File: src/rtl/write_back_buffer.sv
// Write-back buffer: a small FIFO of evicted dirty cache lines waiting for memory.
// It merges repeat writes to the same line and answers fetch-path probes.
module write_back_buffer #(
  parameter int BLOCK_SIZE    = 32,
  parameter int ADDRESS_WIDTH = 32,
  parameter int DEPTH         = 4
) (
  input  logic                       clk,
  input  logic                       rst,
  input  logic                       wbValid,
  output logic                       wbReady,
  input  logic [ADDRESS_WIDTH-1:0]   writeBackAddress,
  input  logic [8*BLOCK_SIZE-1:0]    writeBackData,
  output logic                       memValid,
  input  logic                       memReady,
  output logic [ADDRESS_WIDTH-1:0]   memAddress,
  output logic [8*BLOCK_SIZE-1:0]    memData,
  input  logic                       lookupValid,
  input  logic [ADDRESS_WIDTH-1:0]   lookupAddress,
  output logic                       lookupHit,
  output logic [8*BLOCK_SIZE-1:0]    lookupData,
  output logic [$clog2(DEPTH):0]     count
);

  localparam int OFF = $clog2(BLOCK_SIZE);
  localparam int LW  = ADDRESS_WIDTH - OFF;
  localparam int DW  = 8 * BLOCK_SIZE;
  localparam int PW  = $clog2(DEPTH);
  localparam int CW  = PW + 1;

  logic [LW-1:0] lineAddr [DEPTH];
  logic [DW-1:0] lineData [DEPTH];
  logic [PW-1:0] head;
  logic [PW-1:0] tail;

  logic [LW-1:0] wbLine;
  logic [LW-1:0] lkLine;
  logic          accept;
  logic          pop;
  logic          alloc;
  logic          coalesceHit;
  logic [PW-1:0] coalesceIdx;
  logic          storedHit;
  logic [DW-1:0] storedData;
  logic [PW-1:0] scanIdx;
  logic          bypassHit;
  logic          unusedOffsetBits;

  assign wbLine   = writeBackAddress[ADDRESS_WIDTH-1:OFF];
  assign lkLine   = lookupAddress[ADDRESS_WIDTH-1:OFF];
  assign unusedOffsetBits = ^{writeBackAddress[OFF-1:0], lookupAddress[OFF-1:0]};

  assign wbReady  = (count != CW'(DEPTH));
  assign memValid = (count != '0);
  assign accept   = wbValid && wbReady;
  assign pop      = memValid && memReady;
  assign alloc    = accept && !coalesceHit;

  assign memAddress = {lineAddr[head], {OFF{1'b0}}};
  assign memData    = lineData[head];

  // Scan oldest to newest so the newest copy wins when a popped head and a
  // freshly allocated tail briefly share a line address.
  always_comb begin
    coalesceHit = 1'b0;
    coalesceIdx = '0;
    storedHit   = 1'b0;
    storedData  = '0;
    scanIdx     = '0;
    for (int k = 0; k < DEPTH; k++) begin
      scanIdx = head + PW'(k);
      if (CW'(k) < count) begin
        if (lineAddr[scanIdx] == wbLine && !(pop && k == 0)) begin
          coalesceHit = 1'b1;
          coalesceIdx = scanIdx;
        end
        if (lineAddr[scanIdx] == lkLine) begin
          storedHit  = 1'b1;
          storedData = lineData[scanIdx];
        end
      end
    end
  end

  assign bypassHit = accept && (wbLine == lkLine);

  // Entry storage needs no reset; reset only blocks writes in its cycle.
  always_ff @(posedge clk) begin
    if (!rst && accept) begin
      if (coalesceHit) begin
        lineData[coalesceIdx] <= writeBackData;
      end else begin
        lineAddr[tail] <= wbLine;
        lineData[tail] <= writeBackData;
      end
    end
  end

  always_ff @(posedge clk) begin
    if (rst) begin
      head       <= '0;
      tail       <= '0;
      count      <= '0;
      lookupHit  <= 1'b0;
      lookupData <= '0;
    end else begin
      if (alloc) begin
        tail <= tail + PW'(1);
      end
      if (pop) begin
        head <= head + PW'(1);
      end
      if (alloc && !pop) begin
        count <= count + CW'(1);
      end else if (!alloc && pop) begin
        count <= count - CW'(1);
      end
      lookupHit <= lookupValid && (bypassHit || storedHit);
      if (lookupValid && (bypassHit || storedHit)) begin
        lookupData <= bypassHit ? writeBackData : storedData;
      end
    end
  end

endmodule

File: config.mk
export PLATFORM = sky130hd
export DESIGN_NAME = write_back_buffer
export DESIGN_NICKNAME = d
export VERILOG_FILES = /design/src/rtl/write_back_buffer.sv
export SDC_FILE = /design/constraint.sdc
export NUM_CORES = 2
export LEC_CHECK = 0
export CAP_MARGIN = 20
export CELL_PAD_IN_SITES_DETAIL_PLACEMENT = 1
export CELL_PAD_IN_SITES_GLOBAL_PLACEMENT = 1
export CORE_AREA = 2 2 477 597
export DETAILED_ROUTE_END_ITERATION = 10
export DIE_AREA = 0 0 479 599
export HOLD_SLACK_MARGIN = 0.12
export PLACE_DENSITY = 0.62
export SYNTH_ARGS = -nofsm -noshare
export SYNTH_HDL_FRONTEND = slang
export SYNTH_SLANG_ARGS = --single-unit
File: constraint.sdc
create_clock -name clk -period 78 [get_ports clk]
set_clock_uncertainty 0.05 [all_clocks]
set_input_delay 23.4 -clock clk [delete_from_list [all_inputs] [get_ports clk]]
set_output_delay 23.4 -clock clk [all_outputs]
set_load 0.005 [all_outputs]
==> out/qor.txt <==
Status: finished, final reports clean
Final period util: 38.1%
Max VDD drop: 0.0220 mV
Post-CTS Setup Repair Bufs: 0
Slew Limit Fails: 0
Top cells by area in the synthesized netlist: edfxtp_1 (40%), mux4_2 (30%), dfxtp_1 (6.3%), a211oi_2 (3.7%), a222oi_1 (3.1%)
Ys flop type: edfxtp_1
Grt ovf: 0
Distinct cells, synth: 74
Cell Area, Synth: 84,100 um^2
Syn Inst Count: 5,258
Yosys warns: 0
Final Power: 2.87 mW
First-pass GRT wire length: 450,000 um
Pwr dens: 28.4 nW/um^2
I/O Buffers: 859
DRT Wirelength: 314,000 um
Initial antenna violation count: 60
Startpoint types: input port
ANT nets after route: 0
Top-count cell post-synth: edfxtp_1
Switching power: 932 uW
HP Class: reg -> reg
MaxCap Viol Count: 0
Drt pass-1 iters: 10
Synth Area per Inst: 16.0 um^2
Clock Tree Buf Depth: 4
Core Area: 281,000 um^2
Vias in the first global route: 61,600
Internal power: 1.94 mW
CP endpoint kind: flip-flop
Gate power share: 39.3%
CTS buffer count: 168
I/O pin total: 875
Gpl congestion: 0.942
Async set-reset flop share out of synthesis: 0%
Share of cells above drive strength 1: 29.8%
Post-synthesis sequential area ratio: 46.8%
CTS Sinks: 1,398
Gr usage total: 21.0%
Vias: 59,800
Met1 GRT Util: 26.0%
Crit Path Category: in -> reg
Grt met2 use: 35.8%
Worst rel slew slack: 21.4%
Delay-heaviest family, CP: buffers and inverters
# setup viols final: 0
Leak: 29.2 nW
Number of nets in the layout: 6,123
Fmax: 33.7 MHz
Clock group share of total power: 28.0%
Slowest cell on the critical path: clkdlybuf4s50_1
Largest net degree at the start of global routing: 157
Crit path required time: 78,370 ps
Most common cell on crit path: buf_4
Hold Fails Final Rpt: 0
Actual slew at the worst max-slew pin: 1170 ps
Switching part of the total power: 32.4%
Most Crowded Layer GR: met2
Die ar.: 287,000 um^2
Critical path arrival: 30,080 ps
Cell taking the most area after synthesis: edfxtp_1
Crit-path cells: clkdlybuf4s50_1 > inv_1 > a221oi_1 > o22ai_1 > nor4_1 > nand4_1 > o21ai_1 > and4b_1 > a32o_1 > nor3_2 > buf_4 > buf_4 > buf_4
DP HPWL: 198,000 um
Residual DRC: 0
Die Y: 599 um
Hold Slack: 439 ps
H-tree Lvls: 4
Fill cells: 28,600
Clock Latency Late Sink: 840 ps
Commonest cells in the netlist: edfxtp_1 (1,132), mux4_2 (1,102), clkbuf_1 (409)
Reg power frac: 32.7%
Crit-path max cell delay: 920 ps
# hold bufs at CTS: 0
Starting DRT DRC Count: 6,600
Clock Tree Root: clkbuf_16
WL/cell: 32.3 um
Count of state elements after synthesis: 1,398
Number of flops mapped to enable cells by yosys: 1,132
Cell Rows: 218
Die width: 479 um
Grt met3 use: 3.61%
Post-CTS resize count: 0
CTS clk-pin slew, worst paths: 70 ps
RSZ-0062 raised after global routing: false
Setup TNS Final: 0 ps
Avg Vias per Cell: 6.16
Critical-path maximum fanout: 47
Yosys top cell area share: 40.4%
Fin crit period: 29,710 ps
Area added between synthesis and finish: 20.2%
Buf/Inv on CP: 5
Initial core utilization: 29.9%
CTS tree: done
[kinds of logic after synthesis]
group	count (synthesis)	synth area share, %
AOI/OAI and AO/OA	1113	11.8
xor gates and xnor gates	230	2.40
adders and majority gates	9	0.134
buffers and inverters	649	3.82
DFF	1398	46.8
muxes	1197	31.0
other	1	0.00446
and+or+nand+nor	661	4.09
[metrics by stage]
stage	cell area [um^2]	std cells	worst slack [ps]	util, %
after global routing	101000	9702	48200	35.9
after CTS	101000	9659	48410	35.9
after global placement	95500	9358	47590	33.9
after floorplan	84100	5262	34040	-
after detailed placement	95500	9358	47530	33.9
final	101000	9709	48290	35.9
[cells in the final DEF (no fill, tap or decap), drive strengths merged, types with 15 or more instances in the layout]
cell type      synthesis  layout
a222oi               258     258
edfxtp              1132    1132
diode                  0      49
nor4                  19      19
a31oi                263     263
clkinv                 1      41
xor2                  52      52
clkdlybuf4s50          0     858
buf                  220     132
and3                 257     257
nor3                  15      15
inv                   15      21
clkbuf               410     233
nor2                 274     274
nand2                 19      19
nand4                 44      44
bufinv                 0      15
o21a                 256     256
mux2i                 65      65
xnor2                178     178
mux4                1119    1119
dfxtp                266     266
a211oi               255     255
[worst paths after layout]
kind                       startpoint               end  slack [ps]  cells past startpoint
setup / recovery  writeBackAddress[5]  lineData[0][179]       48290                     13
hold reg to reg        lookupData[47]    lookupData[47]         440                      2
setup reg to reg              head[1]  lineData[0][179]       68990                     13
hold / removal         lookupData[47]    lookupData[47]         440                      2
[layer usage]
layer,share of wire (%),vias to the layer above
met5,0.023,-
met4,4.6,12
met3,7.8,542
met2,50,3006
met1,37,32300
li1,-,24000
[power by group through the flow]
stage | clock network (mW) | registers (mW) | logic (mW)
after floorplan | 0 | 0.961 | 0.756
after global placement | 0 | 0.944 | 1.12
after detailed placement | 0 | 0.953 | 1.14
after CTS | 0.826 | 0.938 | 1.14
after global routing | 0.851 | 0.947 | 1.19
final | 0.803 | 0.938 | 1.13
[flip-flops by register name, summed over array words and instances (netlist names), named ones only]
| name | cells |
|---|---|
| tail | 2 |
| lookupData | 256 |
| lookupHit | 1 |
| lineData | 1024 |
| count | 3 |
| head | 2 |
| lineAddr | 108 |
[worst reg2reg max path, stage by stage, from the launching register on]
cell       delay, ps
dfxtp_4         1030
buf_4            810
buf_4            840
mux4_2           720
xnor2_1          200
nand4_1          130
a2111oi_0        660
nand4_1          610
and4b_1          470
a32o_1           270
nor3_2           230
buf_4            750
buf_4            920
buf_4            870
[final cells by class]
| cell class | count | area [um^2] | area share, % |
|---|---|---|---|
| multi-input cells | 3215 | 41700 | 41.2 |
| flip-flops and latches | 1398 | 39300 | 38.9 |
| diodes | 49 | 123 | 0.121 |
| clock inverters | 68 | 776 | 0.767 |
| inverters | 16 | 60.1 | 0.0594 |
| clock buffers | 233 | 4700 | 4.65 |
| well taps | 3740 | 4680 | 4.63 |
| repair buffers | 990 | 9760 | 9.65 |
(Power assumes the default switching activity.)
